## src/rtl/xdatabus_router_pkg.sv

```systemverilog
// ---------------------------------------------------------------------------
// xdatabus_router_pkg : shared FSM encoding, error data default, mask helper
// Rev 1.0
// ---------------------------------------------------------------------------
`default_nettype none

package xdatabus_router_pkg;

  typedef enum logic [1:0] {
    ST_IDLE = 2'd0,
    ST_WAIT = 2'd1,
    ST_RESP = 2'd2
  } state_t;

  localparam logic [31:0] ERR_DATA_DEFAULT = 32'hDEADBEEF;

  // Clears the low 'aw' bits; widths of 64 or more give an all-zero mask.
  function automatic logic [63:0] base_mask(input int unsigned aw);
    base_mask = ~((64'd1 << aw) - 64'd1);
  endfunction

  function automatic int sel_width(input int n);
    sel_width = (n > 1) ? $clog2(n) : 1;
  endfunction

endpackage

`default_nettype wire

```

## src/rtl/xdatabus_router_addr_match.sv

```systemverilog
// ---------------------------------------------------------------------------
// xdatabus_router_addr_match : parallel base/width comparators, lowest index wins
// Rev 1.0
// ---------------------------------------------------------------------------
`default_nettype none

module xdatabus_router_addr_match
  import xdatabus_router_pkg::*;
#(
  parameter int                     ADDR_W   = 32,
  parameter int                     NSLV     = 2,
  parameter logic [NSLV*ADDR_W-1:0] SLV_BASE = '0,
  parameter logic [NSLV*8-1:0]      SLV_AW   = '0
) (
  input  logic [ADDR_W-1:0]          addr_i,
  output logic                       hit_o,
  output logic [sel_width(NSLV)-1:0] sel_o
);

  localparam int SEL_W = sel_width(NSLV);

  logic [NSLV-1:0] w_hit;

  for (genvar i = 0; i < NSLV; i++) begin : g_cmp
    localparam logic [ADDR_W-1:0] MASK = ADDR_W'(base_mask(int'(SLV_AW[i*8 +: 8])));
    assign w_hit[i] = ((addr_i & MASK) == SLV_BASE[i*ADDR_W +: ADDR_W]);
  end

  // Scan downwards so the lowest matching index is the last one written.
  always_comb begin
    hit_o = 1'b0;
    sel_o = '0;
    for (int i = NSLV - 1; i >= 0; i--) begin
      if (w_hit[i]) begin
        hit_o = 1'b1;
        sel_o = SEL_W'(i);
      end
    end
  end

endmodule

`default_nettype wire

```

## src/rtl/xdatabus_router.sv

```systemverilog
// ---------------------------------------------------------------------------
// xdatabus_router : one master to NSLV slaves, req/ack handshake with timeout
// Rev 1.0
// ---------------------------------------------------------------------------
`default_nettype none

module xdatabus_router
  import xdatabus_router_pkg::*;
#(
  parameter int                     ADDR_W   = 32,
  parameter int                     DATA_W   = 32,
  parameter int                     NSLV     = 2,
  parameter logic [NSLV*ADDR_W-1:0] SLV_BASE = {32'h0000_1000, 32'h0000_0000},
  parameter logic [NSLV*8-1:0]      SLV_AW   = {8'd12, 8'd12},
  parameter int                     TIMEOUT  = 256,
  parameter logic [DATA_W-1:0]      ERR_DATA = DATA_W'(ERR_DATA_DEFAULT)
) (
  input  logic                   clk,
  input  logic                   rst,
  input  logic                   m_req_i,
  input  logic                   m_wr_i,
  input  logic [ADDR_W-1:0]      m_addr_i,
  input  logic [DATA_W-1:0]      m_wdata_i,
  output logic                   m_ack_o,
  output logic                   m_err_o,
  output logic [DATA_W-1:0]      m_rdata_o,
  output logic                   m_busy_o,
  output logic [NSLV-1:0]        s_req_o,
  output logic                   s_wr_o,
  output logic [ADDR_W-1:0]      s_addr_o,
  output logic [DATA_W-1:0]      s_wdata_o,
  input  logic [NSLV-1:0]        s_ack_i,
  input  logic [NSLV*DATA_W-1:0] s_rdata_i
);

  localparam int                SEL_W   = sel_width(NSLV);
  localparam int                CNT_W   = (TIMEOUT > 0) ? $clog2(TIMEOUT + 1) : 1;
  localparam logic [CNT_W-1:0]  TO_LAST = (TIMEOUT > 0) ? CNT_W'(TIMEOUT - 1) : '0;

  state_t              state_q, state_d;
  logic [SEL_W-1:0]    sel_q, sel_d;
  logic [CNT_W-1:0]    cnt_q, cnt_d;
  logic                wr_q, wr_d;
  logic                err_q, err_d;
  logic [DATA_W-1:0]   rdata_q, rdata_d;

  logic                w_hit;
  logic [SEL_W-1:0]    w_sel;
  logic [DATA_W-1:0]   w_slv_rdata;
  logic                w_timeout;

  xdatabus_router_addr_match #(
    .ADDR_W   (ADDR_W),
    .NSLV     (NSLV),
    .SLV_BASE (SLV_BASE),
    .SLV_AW   (SLV_AW)
  ) u_match (
    .addr_i (m_addr_i),
    .hit_o  (w_hit),
    .sel_o  (w_sel)
  );

  assign w_slv_rdata = s_rdata_i[int'(sel_q)*DATA_W +: DATA_W];
  assign w_timeout   = (TIMEOUT != 0) && (cnt_q == TO_LAST);

  assign m_ack_o   = (state_q == ST_RESP);
  assign m_err_o   = err_q;
  assign m_rdata_o = rdata_q;
  assign m_busy_o  = (state_q != ST_IDLE);

  always_ff @(posedge clk or posedge rst) begin
    if (rst) begin
      state_q <= ST_IDLE;
      sel_q   <= '0;
      cnt_q   <= '0;
      wr_q    <= 1'b0;
      err_q   <= 1'b0;
      rdata_q <= '0;
    end else begin
      state_q <= state_d;
      sel_q   <= sel_d;
      cnt_q   <= cnt_d;
      wr_q    <= wr_d;
      err_q   <= err_d;
      rdata_q <= rdata_d;
    end
  end

  always_comb begin
    state_d   = state_q;
    sel_d     = sel_q;
    cnt_d     = cnt_q;
    wr_d      = wr_q;
    err_d     = err_q;
    rdata_d   = rdata_q;
    s_req_o   = '0;
    s_wr_o    = 1'b0;
    s_addr_o  = '0;
    s_wdata_o = '0;

    case (state_q)
      ST_IDLE: begin
        if (m_req_i) begin
          if (w_hit) begin
            s_req_o[w_sel] = 1'b1;
            s_wr_o         = m_wr_i;
            s_addr_o       = m_addr_i;
            s_wdata_o      = m_wdata_i;
            sel_d          = w_sel;
            wr_d           = m_wr_i;
            cnt_d          = '0;
            state_d        = ST_WAIT;
          end else begin
            err_d   = 1'b1;
            rdata_d = ERR_DATA;
            state_d = ST_RESP;
          end
        end
      end
      ST_WAIT: begin
        // Ack is tested first so it wins over a timeout in the same cycle.
        if (s_ack_i[sel_q]) begin
          err_d   = 1'b0;
          rdata_d = wr_q ? '0 : w_slv_rdata;
          state_d = ST_RESP;
        end else if (w_timeout) begin
          err_d   = 1'b1;
          rdata_d = ERR_DATA;
          state_d = ST_RESP;
        end else if (cnt_q != '1) begin
          cnt_d = cnt_q + 1'b1;
        end
      end
      ST_RESP: begin
        err_d   = 1'b0;
        state_d = ST_IDLE;
      end
      default: state_d = ST_IDLE;
    endcase
  end

endmodule

`default_nettype wire

```

## config.mk

```make
export PLATFORM = sky130hd
export DESIGN_NAME = xdatabus_router
export DESIGN_NICKNAME = d
export VERILOG_FILES = /design/src/rtl/xdatabus_router_pkg.sv /design/src/rtl/xdatabus_router_addr_match.sv /design/src/rtl/xdatabus_router.sv
export SDC_FILE = /design/constraint.sdc
export NUM_CORES = 1
export LEC_CHECK = 0
export ABC_AREA = 1
export CORE_ASPECT_RATIO = 0.9
export CORE_MARGIN = 3
export CORE_UTILIZATION = 40
export CTS_BUF_LIST = sky130_fd_sc_hd__clkbuf_4 sky130_fd_sc_hd__clkbuf_8 sky130_fd_sc_hd__clkbuf_16
export DETAILED_ROUTE_END_ITERATION = 10
export PLACE_DENSITY = 0.95
export SLEW_MARGIN = 20
export SYNTH_ARGS = -nofsm -noshare
export SYNTH_HDL_FRONTEND = slang
export SYNTH_SLANG_ARGS = --single-unit
```

## constraint.sdc

```tcl
create_clock -name clk -period 4.6 [get_ports clk]
set_input_delay 0.92 -clock clk [delete_from_list [all_inputs] [get_ports clk]]
set_output_delay 0.92 -clock clk [all_outputs]
set_load 0.03 [all_outputs]
```

-- Yosys cells after proc, flatten, opt, wreduce, memory -nomap -nowiden
Index checks and enable logic that the tools add are counted.
- add/subtract/negate cells: 1
- $lt $le $gt $ge: 3
- eq/ne operators: 12
- shifts and indexed selects: 1
- muxes and demuxes: 41
- reductions and logical operators: 11
- operators by type and width (kind ; count):
    2-to-1 mux 32 bit ; 11
    case mux 32 bit (2 select lines) ; 1
    indexed part select 64 x 7 -> 32 bit ; 1
    2-to-1 mux 9 bit ; 5
    logical NOT 32 bit ; 1
    == test 20 x 1 -> 1 bit, second input constant ; 1
    case mux 9 bit (2 select lines) ; 1
    2-to-1 mux 2 bit ; 7
    2-to-1 mux 1 bit ; 13
    != test 2 bit, second input constant ; 5
    adder 9 x 1 -> 9 bit, second input constant ; 1
    == test 9 x 8 -> 1 bit, second input constant ; 1
    != test 9 bit, second input constant ; 1
    AND reduction 4 bit ; 2
    AND reduction 6 bit ; 1
    less-than comparator 1 x 2 -> 1 bit, second input constant ; 2
    case mux 2 bit (2 select lines) ; 1
    nonzero test 2 bit ; 2
    != test 3 bit, second input constant ; 1
    case mux 1 bit (3 select lines) ; 1
    AND reduction 3 bit ; 1
    nonzero test 3 bit ; 1
    == test 2 x 1 -> 1 bit, second input constant ; 1
    == test 2 bit, second input constant ; 1
    other kinds (6) ; 6
- flip-flop bits (word level): 46
- input bits: 134
- word-level logic and storage cells: 75

-- Longest topological paths before layout
- word-level depth: 10
- gate-level depth with buffers: 13
- gate-level depth less buffers: 13

-- By module
Synthesis repeated with hierarchy kept, for this count alone.
- cell total of the unflattened synthesis: 530
- area total of the unflattened synthesis: 3216.8 µm²
- by module, submodules not included (module ; times used ; cells an instance ; area an instance (µm²)):
    xdatabus_router ; 1 ; 508 ; 3130.5
    xdatabus_router_addr_match ; 1 ; 22 ; 86.3

-- Least setup slack after synthesis
OpenSTA, ideal clock, no wires.
- path kind: input -> output
- from: in m_addr_i[14]
- to: out s_addr_o[0]
- arrival: 2.193 ns
- required time: 3.680 ns
- path slack: 1.487 ns
- cell stages on the path: 7
- buffers on the path: 1
- cell sequence: or2_1 -> nor2_2 -> nand3_1 -> nand2_2 -> nand3_2 -> clkbuf_1 -> nor2_1
- cells in the longest elaborated chain, start to end: 6
- RTL lines (what ; RTL line ; source):
    start: declaration ; xdatabus_router.sv:22 ; input logic [ADDR_W-1:0] m_addr_i,
    == test 20 x 1 -> 1 bit ; xdatabus_router_addr_match.sv:26 ; assign w_hit[i] = ((addr_i & MASK) == SLV_BASE[i*ADDR_W +: ADDR_W]);
    2-to-1 mux 1 bit ; xdatabus_router_addr_match.sv:34 ; if (w_hit[i]) begin
    2-to-1 mux 1 bit * ; xdatabus_router_addr_match.sv:34 ;
    2-to-1 mux 32 bit * ; xdatabus_router.sv:104 ; if (w_hit) begin
    2-to-1 mux 32 bit * ; xdatabus_router.sv:103 ; if (m_req_i) begin
    2-to-1 mux 32 bit * ; xdatabus_router.sv:101 ; case (state_q)
    end: declaration ; xdatabus_router.sv:30 ; output logic [ADDR_W-1:0] s_addr_o,
Every way passes the cells marked *; elsewhere a longest branch is shown, timed or not.

-- Worst setup path in the final report
- from: in m_addr_i[18]
- to: out s_addr_o[1]
Same word-level chain as after synthesis.

==> flow_summary.yaml <==
place:
  globalplace.congestion: 0.966
  place.port_buffers: 216
  post-place-cells: 809
  detailedPlace.worstSlack_ns: 0.654
  placed_area_um2: 5660
  hpwl_mm: 9.58
sta:
  timing.final.ws_setup_ns: 0.589
  drv_slew: 0
  setup-violations-final: 0
  final.hold.worst_slack_ns: 0.493
  final_min_period_over_clock_period_pct: 87.2
  final-hold-violation-count: 0
  fin_setup_tns_ns: 0
  fmax_mhz: 249
  timing.clock.skew_ns: 0.00749
  max_slew.worst_pin.slew_ns: 0.999
  final.min_clock_period_ns: 4.01
  setup_repair_after_global_routing_missed_its_margin: "no"
  headroom_to_the_max_slew_limit_pct: 33.4
final_layout:
  layout-area-overhead-vs-synth_pct: 61.8
  post_route_cell_area_um2: 5750
  layout.core_utilization_pct: 69.0
  antenna_cells_inserted: 0
  drive_gt1_share_pct: 20.7
  multiInputGateArea_um2: 1900
  fin_cells: 817
  final-seq-area_um2: 1150
  fillers: 646
  final_nets: 841
clocking:
  clock-root-buffer: "sky130_fd_sc_hd__clkbuf_8"
  numClockSinks: 46
  postCtsSetupRepairBufs: 0
  ctsResizeCount: 0
  cts_max_path_buffers: 2
  cts.htree.levels: 2
  clkSlewWorstSetupHoldPaths_ns: 0.10
  clock_tree_from_tritoncts: "done"
  numCtsBuffers: 5
  insertion_delay_ns: 0.31
  cts_hold_buf: 0
power_and_ir_drop:
  p_leak_nw: 2.68
  pwr_density_cell_nw_per_um2: 346
  finalPower_mw: 1.99
  ir_drop_uv: 241
detailed_routing:
  wirelength_mm: 11.9
  wl_per_cell_um: 14.6
  post-route-drc-count: 0
  firstDrtPassIters: 4
  postRouteAntennaNets: 0
  dr_total_vias: 3843
  route.detailed.vias_per_inst: 4.70
  detail_route.iter0.violations: 203
grt:
  grt_remaining_overflow: 0
  number_of_global_route_vias_before_repair: 3938
  grt_antenna_before_repair: 0
  grt_max_degree: 65
  grt_first_pass_wirelength_mm: 18.7
  global_route.usage.total_pct: 22.9
setup_path:
  startpoint_type: "primary input"
  crit_path_cell_trace: "clkdlybuf4s50_1 > nor2_1 > nand2_1 > nor2_1 > nand3_1 > nand2_2 > nand3_2 > buf_12 > nor2_1 > buf_12"
  cp_num_buf_inv: 3
  crit_path_frequent_cell: "sky130_fd_sc_hd__nor2_1"
  crit_path_top_delay_cell: "sky130_fd_sc_hd__clkdlybuf4s50_1"
  critPathMaxFanout: 31
  crit_required_ns: 3.68
  critical_path_sink_type: "output pin"
  reg2regPathDepth: 12
  cp.depth: 10
  crit_type: "primary input to output pin"
  slowest_delay_ns: 0.40
  timing.critical_path.max_delay_family: "simple AND/OR/NAND/NOR gates"
  worstPathArrival_ns: 3.09
floorplanning:
  die-height_um: 95.4
  start_util_pct: 42.6
  die-area_um2: 10100
  fp-row-count: 31
  dieWidth_um: 105
  core_region_area_um2: 8340
  floorplan.io_pins: 236
yosys:
  synthTopCellsByArea: "sky130_fd_sc_hd__dfrtp_1 (32%), sky130_fd_sc_hd__nand2_1 (13%), sky130_fd_sc_hd__nor2_1 (8.6%), sky130_fd_sc_hd__o21ai_2 (6.9%), sky130_fd_sc_hd__inv_1 (5.8%)"
  synth_cells: 502
  netlist.area_leader.share_pct: 32.4
  ys_types: 32
  ff_latch_count_synth: 46
  netlist_area_um2: 3550
  yosysSeqAreaShare_pct: 32.4
  synth-warning-count: 0
  post-synth-top-area-cell: "sky130_fd_sc_hd__dfrtp_1"
  synth_area_per_cell_um2: 7.08
run:
  max_cap_violations: 0
status:
  outcome: "complete, no violations"
worst_hold_path:
  worst_hold_path.num_cells: 2
  hold_path_class: "register to register"
[worst min-delay path: cells and delay by family, from the launching register on]
kind	cells	cell delay (ns)
AO/OA/AOI/OAI	1	0.04
flip-flops	1	0.37
AND/OR/NAND/NOR	1	0.06
[placed cells by master, fill, tap and decap left out, types with 2 or more instances in the layout]
master,instances
sky130_fd_sc_hd__nor2_4,11
sky130_fd_sc_hd__o21ai_2,28
sky130_fd_sc_hd__or2_2,5
sky130_fd_sc_hd__a21oi_1,24
sky130_fd_sc_hd__buf_4,34
sky130_fd_sc_hd__ha_1,6
sky130_fd_sc_hd__clkbuf_8,5
sky130_fd_sc_hd__o21ai_1,12
sky130_fd_sc_hd__o21ai_0,4
sky130_fd_sc_hd__buf_12,14
sky130_fd_sc_hd__or2_1,2
sky130_fd_sc_hd__conb_1,19
sky130_fd_sc_hd__nor2_1,81
sky130_fd_sc_hd__dfrtp_1,46
sky130_fd_sc_hd__nor2_2,3
sky130_fd_sc_hd__inv_2,6
sky130_fd_sc_hd__nand2_1,121
sky130_fd_sc_hd__nand3b_1,4
sky130_fd_sc_hd__inv_1,54
sky130_fd_sc_hd__nand3_1,6
sky130_fd_sc_hd__xor2_1,3
sky130_fd_sc_hd__clkdlybuf4s50_1,170
sky130_fd_sc_hd__nand2_2,32
sky130_fd_sc_hd__clkinvlp_4,2
[cell type report]
| class | count | area share, % |
|---|---|---|
| flip-flops and latches | 46 | 20.0 |
| inverters | 61 | 4.00 |
| clock inverters | 3 | 0.413 |
| clock buffers | 5 | 1.20 |
| multi-input cells | 369 | 33.0 |
| repair buffers | 218 | 38.9 |
| well taps | 115 | 2.50 |
[per-layer routing]
| layer | global-route usage, % | wire length, µm | up-vias |
|---|---|---|---|
| met5 | 0 | 0 | - |
| met3 | 4.94 | 833 | 36 |
| met4 | 10.7 | 470 | 0 |
| met1 | 23.4 | 4110 | 1761 |
| met2 | 44.8 | 6470 | 168 |
| li1 | - | - | 1878 |
[worst paths after layout]
check,from,endpoint,slack [ns]
min,m_rdata_o[19],m_rdata_o[19],0.49
max,m_addr_i[18],s_addr_o[1],0.59
min reg2reg,m_rdata_o[19],m_rdata_o[19],0.49
max in group asynchronous,rst,cnt_q[7],3.06
max reg2reg,cnt_q[0],m_rdata_o[25],2.04
min in group asynchronous,rst,m_rdata_o[24],1.06
[registers in the layout, summed over array words and instances, names as in the netlist]
name,cells
cnt_q,9
state_q,2
m_rdata_o,32
wr_q,1
sel_q,1
m_err_o,1
[where the power goes]
group          internal (mW)  switching, mW
logic                  0.466          0.657
clock network          0.109          0.156
registers              0.522         0.0786
total                   1.10          0.892
[cells in the mapped netlist]
cell type and n:
sky130_fd_sc_hd__ha_1 6, sky130_fd_sc_hd__nand4_1 1, sky130_fd_sc_hd__o21ai_0 4, sky130_fd_sc_hd__buf_4 20, sky130_fd_sc_hd__nor2_4 11, sky130_fd_sc_hd__nor2_2 3
sky130_fd_sc_hd__o21ai_2 28, sky130_fd_sc_hd__nor2_1 81, sky130_fd_sc_hd__a21oi_2 1, sky130_fd_sc_hd__nand3_2 1, sky130_fd_sc_hd__nand3_1 6, sky130_fd_sc_hd__buf_12 4
sky130_fd_sc_hd__or2_2 5, sky130_fd_sc_hd__inv_2 6, sky130_fd_sc_hd__or2_1 2, sky130_fd_sc_hd__nand2_2 32, sky130_fd_sc_hd__nor4_1 1, sky130_fd_sc_hd__o21ai_1 12
sky130_fd_sc_hd__o21bai_1 1, sky130_fd_sc_hd__buf_2 3, sky130_fd_sc_hd__nand2_1 121, sky130_fd_sc_hd__a31oi_1 1, sky130_fd_sc_hd__clkbuf_1 12, sky130_fd_sc_hd__conb_1 1
sky130_fd_sc_hd__a21oi_1 24, sky130_fd_sc_hd__buf_6 5, sky130_fd_sc_hd__inv_1 55, sky130_fd_sc_hd__nand3b_1 4, sky130_fd_sc_hd__nand2_8 1, sky130_fd_sc_hd__nor3b_1 1
sky130_fd_sc_hd__dfrtp_1 46, sky130_fd_sc_hd__xor2_1 3
[kinds of logic (layout without fill, tap and decap cells)]
| family | Yosys count | in the layout | share of synthesized area [%] |
|---|---|---|---|
| compound gates | 71 | 71 | 13.2 |
| simple gates | 270 | 270 | 35.3 |
| flops | 46 | 46 | 32.4 |
| fa+ha+maj | 6 | 6 | 2.11 |
| other cells | 1 | 19 | 0.105 |
| buf+inv | 105 | 287 | 16.2 |
| xor+xnor | 3 | 3 | 0.739 |
Power figures use the tool's default switching activity.
